--- config.mk ---
export PLATFORM = sky130hd
export DESIGN_NAME = foc_align_seq_flat
export DESIGN_NICKNAME = d
export VERILOG_FILES = /design/src/rtl/foc_align_seq_if.sv /design/src/rtl/foc_align_seq.sv /design/src/flat_wrapper.sv
export SDC_FILE = /design/constraint.sdc
export NUM_CORES = 1
export LEC_CHECK = 0
export CORE_AREA = 2 2 143 145
export DETAILED_ROUTE_END_ITERATION = 7
export DIE_AREA = 0 0 145 147
export PLACE_DENSITY = 0.74
export SYNTH_ARGS = -nofsm -noshare
export SYNTH_HDL_FRONTEND = slang
export SYNTH_SLANG_ARGS = --single-unit
--- constraint.sdc ---
create_clock -name clk -period 10.06 [get_ports clk]
set_clock_uncertainty 0.05 [all_clocks]
set_input_delay 2.012 -clock clk [delete_from_list [all_inputs] [get_ports clk]]
set_output_delay 2.012 -clock clk [all_outputs]
set_load 0.01 [all_outputs]
--- src/rtl/foc_align_seq_if.sv ---
// Signal bundle between the alignment sequencer and its environment (ADC/encoder side and SVPWM side).
interface foc_align_seq_if;
    logic        calib_done;
    logic        realign;
    logic [15:0] psi_raw;
    logic        psi_valid;
    logic        override;
    logic [15:0] mag_init;
    logic [15:0] phase_init;
    logic [15:0] psi_offset;
    logic        dir_inv;
    logic        initialized;
    logic        busy;
    logic        fault;
    logic [1:0]  fault_code;

    modport master (
        output calib_done, realign, psi_raw, psi_valid,
        input  override, mag_init, phase_init, psi_offset, dir_inv,
               initialized, busy, fault, fault_code
    );

    modport slave (
        input  calib_done, realign, psi_raw, psi_valid,
        output override, mag_init, phase_init, psi_offset, dir_inv,
               initialized, busy, fault, fault_code
    );
endinterface

--- src/rtl/foc_align_seq.sv ---
// Rotor alignment: ramp a fixed-angle voltage vector, average the encoder at electrical 0 and 90 deg,
// then publish the mechanical zero offset and rotation direction (or a timeout / no-motion fault).
module foc_align_seq #(
    parameter logic [7:0]  POLEPAIRS   = 8'd4,
    parameter logic [15:0] MAG_TGT     = 16'hD1FE,
    parameter logic [15:0] MAG_STEP    = 16'h0040,
    parameter logic [31:0] SETTLE_TIME = 32'd50000000,
    parameter int          AVG_LOG2    = 4,
    parameter logic [31:0] TIMEOUT     = 32'd1000000,
    parameter logic [15:0] MIN_DELTA   = 16'h0400
) (
    input  logic           clk,
    input  logic           rst,
    foc_align_seq_if.slave io
);
    localparam int AW = 16 + AVG_LOG2;
    localparam int NS = 1 << AVG_LOG2;

    if (AVG_LOG2 < 0 || AVG_LOG2 > 8 || POLEPAIRS == 8'd0) begin : g_bad_param
        $error("foc_align_seq: AVG_LOG2 must be 0..8 and POLEPAIRS nonzero");
    end

    typedef enum logic [3:0] {
        S_IDLE, S_RAMP, S_SETTLE0, S_SAMPLE0, S_SETTLE1, S_SAMPLE1, S_CHECK, S_DONE, S_FAULT
    } state_t;

    state_t               state_q, state_d;
    logic [15:0]          mag_q, mag_d, phase_q, phase_d, ref_q, ref_d;
    logic [15:0]          avg0_q, avg0_d, avg1_q, avg1_d, off_q, off_d;
    logic [31:0]          cnt_q, cnt_d;
    logic [8:0]           nsamp_q, nsamp_d;
    logic signed [AW-1:0] acc_q, acc_d;
    logic                 dir_q, dir_d, init_q, init_d;
    logic [1:0]           fcode_q, fcode_d;

    logic [16:0]          ramp_sum;
    logic [15:0]          mag_sat, diff, ref_new, avg_new, delta, delta_abs;
    logic signed [AW-1:0] acc_new, acc_shr;
    logic                 first_smp, last_smp;

    assign ramp_sum  = {1'b0, mag_q} + {1'b0, MAG_STEP};
    assign mag_sat   = (ramp_sum >= {1'b0, MAG_TGT}) ? MAG_TGT : ramp_sum[15:0];

    // Samples are taken relative to the first one so the average survives the 0xFFFF/0x0000 wrap.
    assign first_smp = (nsamp_q == 9'd0);
    assign last_smp  = (nsamp_q == 9'(NS - 1));
    assign diff      = io.psi_raw - ref_q;
    assign ref_new   = first_smp ? io.psi_raw : ref_q;
    assign acc_new   = first_smp ? '0 : acc_q + AW'(signed'(diff));
    assign acc_shr   = acc_new >>> AVG_LOG2;
    assign avg_new   = ref_new + acc_shr[15:0];

    assign delta     = avg1_q - avg0_q;
    assign delta_abs = delta[15] ? (~delta + 16'd1) : delta;

    always_comb begin
        state_d = state_q;
        mag_d   = mag_q;
        phase_d = phase_q;
        cnt_d   = cnt_q;
        nsamp_d = nsamp_q;
        ref_d   = ref_q;
        acc_d   = acc_q;
        avg0_d  = avg0_q;
        avg1_d  = avg1_q;
        off_d   = off_q;
        dir_d   = dir_q;
        init_d  = init_q;
        fcode_d = fcode_q;

        case (state_q)
            S_IDLE: begin
                state_d = S_RAMP;
                mag_d   = '0;
                phase_d = '0;
                cnt_d   = '0;
            end
            S_RAMP: begin
                if (mag_q == MAG_TGT) begin
                    state_d = S_SETTLE0;
                    cnt_d   = '0;
                end else begin
                    mag_d = mag_sat;
                end
            end
            S_SETTLE0, S_SETTLE1: begin
                if (cnt_q + 32'd1 >= SETTLE_TIME) begin
                    state_d = (state_q == S_SETTLE0) ? S_SAMPLE0 : S_SAMPLE1;
                    cnt_d   = '0;
                    nsamp_d = '0;
                    acc_d   = '0;
                end else begin
                    cnt_d = cnt_q + 32'd1;
                end
            end
            S_SAMPLE0, S_SAMPLE1: begin
                // A sample arriving in the expiring cycle wins over the timeout.
                if (io.psi_valid) begin
                    cnt_d   = '0;
                    ref_d   = ref_new;
                    acc_d   = acc_new;
                    nsamp_d = nsamp_q + 9'd1;
                    if (last_smp) begin
                        if (state_q == S_SAMPLE0) begin
                            avg0_d  = avg_new;
                            phase_d = 16'h4000;
                            state_d = S_SETTLE1;
                        end else begin
                            avg1_d  = avg_new;
                            state_d = S_CHECK;
                        end
                    end
                end else if (cnt_q + 32'd1 >= TIMEOUT) begin
                    state_d = S_FAULT;
                    fcode_d = 2'd1;
                    mag_d   = '0;
                end else begin
                    cnt_d = cnt_q + 32'd1;
                end
            end
            S_CHECK: begin
                mag_d = '0;
                if (delta_abs < MIN_DELTA) begin
                    state_d = S_FAULT;
                    fcode_d = 2'd2;
                end else begin
                    state_d = S_DONE;
                    off_d   = avg0_q;
                    dir_d   = delta[15];
                    init_d  = 1'b1;
                end
            end
            S_DONE, S_FAULT: begin
                if (io.realign) begin
                    state_d = S_RAMP;
                    mag_d   = '0;
                    phase_d = '0;
                    cnt_d   = '0;
                    init_d  = 1'b0;
                    fcode_d = '0;
                end
            end
            default: state_d = S_IDLE;
        endcase

        // Losing calibration aborts everything but keeps the last good offset/direction.
        if (!io.calib_done) begin
            state_d = S_IDLE;
            mag_d   = '0;
            phase_d = '0;
            cnt_d   = '0;
            init_d  = 1'b0;
            fcode_d = '0;
        end
    end

    always_ff @(posedge clk) begin
        if (rst) begin
            state_q <= S_IDLE;
            mag_q   <= '0;
            phase_q <= '0;
            cnt_q   <= '0;
            nsamp_q <= '0;
            ref_q   <= '0;
            acc_q   <= '0;
            avg0_q  <= '0;
            avg1_q  <= '0;
            off_q   <= '0;
            dir_q   <= 1'b0;
            init_q  <= 1'b0;
            fcode_q <= '0;
        end else begin
            state_q <= state_d;
            mag_q   <= mag_d;
            phase_q <= phase_d;
            cnt_q   <= cnt_d;
            nsamp_q <= nsamp_d;
            ref_q   <= ref_d;
            acc_q   <= acc_d;
            avg0_q  <= avg0_d;
            avg1_q  <= avg1_d;
            off_q   <= off_d;
            dir_q   <= dir_d;
            init_q  <= init_d;
            fcode_q <= fcode_d;
        end
    end

    assign io.busy        = state_q inside {S_RAMP, S_SETTLE0, S_SAMPLE0, S_SETTLE1, S_SAMPLE1, S_CHECK};
    assign io.override    = io.busy || (state_q == S_FAULT);
    assign io.fault       = (state_q == S_FAULT);
    assign io.fault_code  = fcode_q;
    assign io.mag_init    = mag_q;
    assign io.phase_init  = phase_q;
    assign io.psi_offset  = off_q;
    assign io.dir_inv     = dir_q;
    assign io.initialized = init_q;
endmodule

--- src/flat_wrapper.sv ---
// flat-port wrapper written by rule: the top's interface ports become plain ports
module foc_align_seq_flat 
#(
    parameter logic [7:0]  POLEPAIRS   = 8'd4,
    parameter logic [15:0] MAG_TGT     = 16'hD1FE,
    parameter logic [15:0] MAG_STEP    = 16'h0040,
    parameter logic [31:0] SETTLE_TIME = 32'd50000000,
    parameter int          AVG_LOG2    = 4,
    parameter logic [31:0] TIMEOUT     = 32'd1000000,
    parameter logic [15:0] MIN_DELTA   = 16'h0400
)
  (clk, rst, io_calib_done, io_realign, io_psi_raw, io_psi_valid, io_override, io_mag_init, io_phase_init, io_psi_offset, io_dir_inv, io_initialized, io_busy, io_fault, io_fault_code);
  foc_align_seq_if io_i ();
  input  logic clk;
  input  logic rst;
  input wire logic [$bits(io_i.calib_done)-1:0] io_calib_done;
  input wire logic [$bits(io_i.realign)-1:0] io_realign;
  input wire logic [$bits(io_i.psi_raw)-1:0] io_psi_raw;
  input wire logic [$bits(io_i.psi_valid)-1:0] io_psi_valid;
  output wire logic [$bits(io_i.override)-1:0] io_override;
  output wire logic [$bits(io_i.mag_init)-1:0] io_mag_init;
  output wire logic [$bits(io_i.phase_init)-1:0] io_phase_init;
  output wire logic [$bits(io_i.psi_offset)-1:0] io_psi_offset;
  output wire logic [$bits(io_i.dir_inv)-1:0] io_dir_inv;
  output wire logic [$bits(io_i.initialized)-1:0] io_initialized;
  output wire logic [$bits(io_i.busy)-1:0] io_busy;
  output wire logic [$bits(io_i.fault)-1:0] io_fault;
  output wire logic [$bits(io_i.fault_code)-1:0] io_fault_code;
  assign io_i.calib_done = io_calib_done;
  assign io_i.realign = io_realign;
  assign io_i.psi_raw = io_psi_raw;
  assign io_i.psi_valid = io_psi_valid;
  assign io_override = io_i.override;
  assign io_mag_init = io_i.mag_init;
  assign io_phase_init = io_i.phase_init;
  assign io_psi_offset = io_i.psi_offset;
  assign io_dir_inv = io_i.dir_inv;
  assign io_initialized = io_i.initialized;
  assign io_busy = io_i.busy;
  assign io_fault = io_i.fault;
  assign io_fault_code = io_i.fault_code;
  foc_align_seq #(.POLEPAIRS(POLEPAIRS), .MAG_TGT(MAG_TGT), .MAG_STEP(MAG_STEP), .SETTLE_TIME(SETTLE_TIME), .AVG_LOG2(AVG_LOG2), .TIMEOUT(TIMEOUT), .MIN_DELTA(MIN_DELTA)) u_core (.clk(clk), .rst(rst), .io(io_i));
endmodule
**Word level (Yosys, flattened, before mapping)**

Cells that the tools add are included.

- Bits in registers: 165
- RAM bits: 0
- Memories: 0
- ROM bits: 0
- Bits in latches: 0
- Output and inout port bits: 55
- Word-level logic and storage cells: 122
- Input port bits: 21

- Order comparisons: 4
- Add/sub/neg operators: 8
- Reduce and logical (&&, ||, !) cells: 26
- Multiply operators: 0
- Div/mod/pow operators: 0
- Mux-type cells: 43
- Bitwise gates (word level): 4
- Shift-type cells: 0
- Equal/unequal tests: 24

Operators by type and width:

| kind | number |
|---|---|
| 16-bit 2-to-1 mux | 10 |
| 32-bit 2-to-1 mux | 5 |
| 32-bit case mux with 5 select lines | 1 |
| 16-bit case mux with 4 select lines | 1 |
| 20-bit 2-to-1 mux | 3 |
| 16-bit case mux with 3 select lines | 1 |
| 20-bit case mux with 2 select lines | 1 |
| 32-bit by 1-bit adder with 32-bit output, second input constant | 1 |
| 32-bit by 20-bit >= comparator with 1-bit output, second input constant | 1 |
| 32-bit by 26-bit >= comparator with 1-bit output, second input constant | 1 |
| 16-bit subtractor | 2 |
| 4-bit 2-to-1 mux | 7 |
| 4-bit case mux with 6 select lines | 1 |
| 20-bit adder | 1 |
| 5-bit AND reduction | 4 |
| 9-bit 2-to-1 mux | 2 |
| 9-bit case mux with 2 select lines | 1 |
| 16-bit by 7-bit adder with 17-bit output, second input constant | 1 |
| 17-bit by 16-bit >= comparator with 1-bit output, second input constant | 1 |
| 16-bit by 1-bit adder with 16-bit output, second input constant | 1 |
| 16-bit adder | 1 |
| 16-bit == test, second input constant | 1 |
| 4-bit by 3-bit == test with 1-bit output, second input constant | 4 |
| 16-bit by 11-bit < comparator with 1-bit output, second input constant | 1 |
| other kinds (28) | 56 |

**Depth between registers and ports, before layout**

- Depth in word-level cells: 7
- Depth in mapped cells: 31
- Mapped depth without buffers: 31

**Worst setup path before layout**

OpenSTA, ideal clock, no wires.

- Path kind: input port to flip-flop
- Start point: input port io_psi_raw[0]
- End point: register u_core.avg0_q[14]
- Library setup time: 0.132 ns
- Path buffers: 0
- Data required time: 9.878 ns
- Data arrival time: 7.071 ns
- Path slack: 2.807 ns
- Cell stages on the path: 26
- Cells stage by stage: inv_1 > ha_1 > fa_1 > nor2b_1 > o21ai_0 > a21boi_0 > o21ai_0 > a21boi_0 > o21ai_0 > a21boi_0 > o21ai_0 > a21oi_1 > xor2_1 > ha_1 > and4_1 > a211o_1 > o21a_1 > nor3_1 > ha_1 > a31o_2 > a41o_1 > a2111oi_0 > o31ai_1 > xor2_1 > nand2_1 > a21oi_1

- Cells in the longest elaborated chain, start to end: 4
- Elaborated cells between the ends (all ways): 5
- Those cells by class: add/sub (3); mux (2)

RTL lines:

| element | line | RTL |
|---|---|---|
| start: declaration | flat_wrapper.sv:18 | `input wire logic [$bits(io_i.psi_raw)-1:0] io_psi_raw;` |
| 16-bit subtractor | foc_align_seq.sv:47 | `assign diff = io.psi_raw - ref_q;` |
| 20-bit adder | foc_align_seq.sv:49 | `assign acc_new = first_smp ? '0 : acc_q + AW'(signed'(diff));` |
| 20-bit 2-to-1 mux | foc_align_seq.sv:49 |  |
| 16-bit adder * | foc_align_seq.sv:51 | `assign avg_new = ref_new + acc_shr[15:0];` |
| end signal: assignment | foc_align_seq.sv:180 | `avg0_q <= avg0_d;` |
| end: declaration | foc_align_seq.sv:29 | `logic [15:0] avg0_q, avg0_d, avg1_q, avg1_d, off_q, off_d;` |

Every way passes the cells marked *; elsewhere a longest branch is shown, timed or not.
A chain may end at the register's enable or synchronous reset.

**Worst setup path in the final report**

Same ends and word-level chain as after synthesis.

==> results.py <==
metrics = {
    "setup_path": {
        "cp_max_fo": 6,
        "crit_path_end_kind": "flip-flop",
        "cp.arrival_ns": 8.41,
        "cp.required_ns": 10.37,
        "start_kind": "input port",
        "criticalPathCategory": "input port to flip-flop",
    },
    "pwr": {
        "vdd_drop_max_v": 0.000122,
        "leakagePower_nw": 4.34,
        "power_mw": 1.42,
        "p_per_area_nw_per_um2": 120,
    },
    "layout": {
        "n_fill_cell": 1805,
        "postLayoutCellArea_sq_um": 11800,
        "fin_cells": 1680,
        "num-nets-final": 1493,
        "antenna_cells": 0,
        "areaGrowthSynthToFinish_pct": 11.0,
        "drive_gt1_frac": 0.0496,
    },
    "sta": {
        "hold_viol": 0,
        "slew_violations": 0,
        "finalCritPeriodShare": 0.805,
        "rsz0062_at_grt": "false",
        "worstMarginPinSlew_ns": 1.14,
        "timing.final.crit_period_ns": 8.10,
        "setup_viol": 0,
        "max_freq_mhz": 123,
        "fin_tns_setup_ns": 0,
        "holdWs_ns": 0.408,
        "max_slew_margin": 0.231,
    },
    "global_route": {
        "grt_max_degree": 78,
        "grtUsageTotal": 0.244,
        "grt_pass1_vias": 9166,
        "grt_antenna_before_repair": 0,
        "grt_pass1_wl_microns": 43800,
        "overflow": 0,
    },
    "synthesis": {
        "syn_inst": 1399,
        "ys_types": 79,
        "yosys-top-cells-count": "nand2_1, dfxtp_1, nor2_1",
        "synth_edf_count": 0,
        "yosys_warnings": 0,
        "async_flop_share": 0,
        "synth_xor_area_frac": 0.0640,
        "dominantRegCellSynth": "dfxtp_1",
        "synth_area_sq_um": 10600,
        "synth_fa_ha_area_frac": 0.0899,
        "synth_area_leader_cell": "dfxtp_1",
        "ys_ff_latch": 145,
        "synth_compound_area_frac": 0.233,
        "synth_top_area_share": 0.273,
        "synth-simple-area-share": 0.233,
        "post-synth-top-count-cell": "nand2_1",
        "synth_mux_area_frac": 0.0339,
        "ys_seq_area_frac": 0.273,
        "synth_top_family_by_area": "simple AND/OR/NAND/NOR gates",
        "syn_area_per_cell_sq_um": 7.60,
        "netlist_top_cells_area": "dfxtp_1, ha_1, a21oi_1",
    },
    "clocking": {
        "cts_htree_levels": 4,
        "hold_buffers": 0,
        "cts_tree": "built",
        "cts.sink_count": 145,
        "cts_setup_buffers": 0,
        "clk_pin_slew_ns": 0.06,
        "clock-root-buffer": "clkbuf_16",
        "cts_buffers": 17,
        "cts.path.max_buffers": 2,
        "worstSkewPairLatency_ns": 0.44,
        "ctsResizeCount": 0,
    },
    "route": {
        "drt-total-wl_microns": 26400,
        "viasPerCell": 5.93,
        "drc": 0,
        "ant_nets": 0,
        "num_vias": 9962,
        "drt-pass1-iter-count": 5,
        "wl_per_cell_microns": 15.7,
        "drt-initial-drc-count": 627,
    },
    "floorplan": {
        "initial_core_util": 0.536,
        "fp.dieW_microns": 145,
        "rows": 52,
        "core_sq_um": 19800,
        "die-area_sq_um": 21300,
        "dieHeight_microns": 147,
        "ios": 76,
    },
    "placement": {
        "placed_area_sq_um": 11200,
        "hpwl_microns": 18800,
        "dp.cells": 1649,
        "portBuffers": 59,
        "routabilityCongestion": 0.844,
    },
    "flow_run": {
        "maxCapViolCount": 0,
    },
    "outcome": {
        "run_status": "finished, final reports clean",
    },
    "min_path": {
        "hp-class": "flip-flop to flip-flop",
    },
}
[metal layers]
layer | part of all wire | up-vias | GRT usage
met4 | 0.023 | 0 | 0.0792
met2 | 0.49 | 279 | 0.429
met3 | 0.048 | 50 | 0.0410
met1 | 0.44 | 4665 | 0.306
li1 | - | 4968 | -
met5 | 0 | - | 0
[path summary, 6_finish.rpt]
| check | startpoint | to | slack [ns] | cells after the start |
|---|---|---|---|---|
| worst max-delay path | io_psi_raw[0] | u_core.avg0_q[14] | 1.96 | 27 |
| worst min-delay path | u_core.acc_q[3] | u_core.acc_q[3] | 0.41 | 2 |
| worst max register to register | u_core.ref_q[0] | u_core.avg0_q[14] | 3.71 | 25 |
| worst min register to register | u_core.acc_q[3] | u_core.acc_q[3] | 0.41 | 2 |
[metrics by stage]
stage	setup slack, ns	utilization
detailed placement	1.58	0.563
floorplan	2.81	-
CTS	1.99	0.595
global route	1.30	0.595
finish	1.96	0.595
global placement	1.80	0.563
[critical path: stages]
cell and delay, ns:
clkdlybuf4s50_1 0.45, inv_1 0.04, ha_1 0.22, fa_1 0.41, nor2b_1 0.13, o21ai_0 0.10, a21boi_0 0.24, o21ai_0 0.13
a21boi_0 0.25, o21ai_0 0.13, a21boi_0 0.27, o21ai_0 0.15, a21oi_1 0.26, xor2_1 0.19, ha_1 0.32, and4_1 0.21
a211o_1 0.36, o21a_1 0.20, nor3_1 0.34, ha_1 0.34, a31o_2 0.25, a41o_1 0.22, a2111oi_0 0.55, o31ai_1 0.18
xor2_1 0.20, nand2_1 0.08, a21oi_1 0.15
[sequential cells by signal, indices dropped and copies added, names as in the netlist]
name / flops
u_core.io.dir_inv: 1
u_core.acc_q: 20
u_core.io.psi_offset: 16
u_core.io.phase_init: 1
u_core.state_q: 4
u_core.avg0_q: 16
u_core.io.mag_init: 11
u_core.io.fault_code: 2
u_core.io.initialized: 1
u_core.cnt_q: 32
u_core.ref_q: 16
u_core.nsamp_q: 9
u_core.avg1_q: 16
[logic make-up (layout without fill, tap and decap cells)]
logic type      count (synthesis)  in the layout
flops                         145            145
mux                            36             36
buf+inv                       175            171
xor+xnor                       76             76
compound gates                381            381
fa+ha+maj                      74             74
simple gates                  511            511
other cells                     1             16
[layout make-up]
type	instances	area [sq um]	area share
multi-input combinational	1094	7020	0.595
sequential	145	2900	0.246
timing repair buffer	66	638	0.0541
clock buffer	18	439	0.0372
tap	270	338	0.0286
inverter	74	278	0.0235
clock inverter	13	185	0.0157
[layout by cell type (no fill, tap or decap), types with 35 or more instances in the layout]
cell type,n
a21oi_1,132
ha_1,70
nand3_1,40
clkdlybuf4s50_1,58
inv_1,74
nor2_1,141
o21ai_0,72
dfxtp_1,145
nand2_1,158
mux2i_1,36
nor3_1,35
xnor2_1,50
[report_power, final]
| group | total, mW | switching, mW | internal (mW) | leakage [nW] |
|---|---|---|---|---|
| Clock | 0.690 | 0.269 | 0.421 | 0.303 |
| Combinational | 0.147 | 0.0932 | 0.0541 | 2.87 |
| Sequential | 0.578 | 0.00329 | 0.575 | 1.17 |
| Total | 1.42 | 0.366 | 1.05 | 4.34 |
No activity file was read; power rests on OpenSTA's default activity.
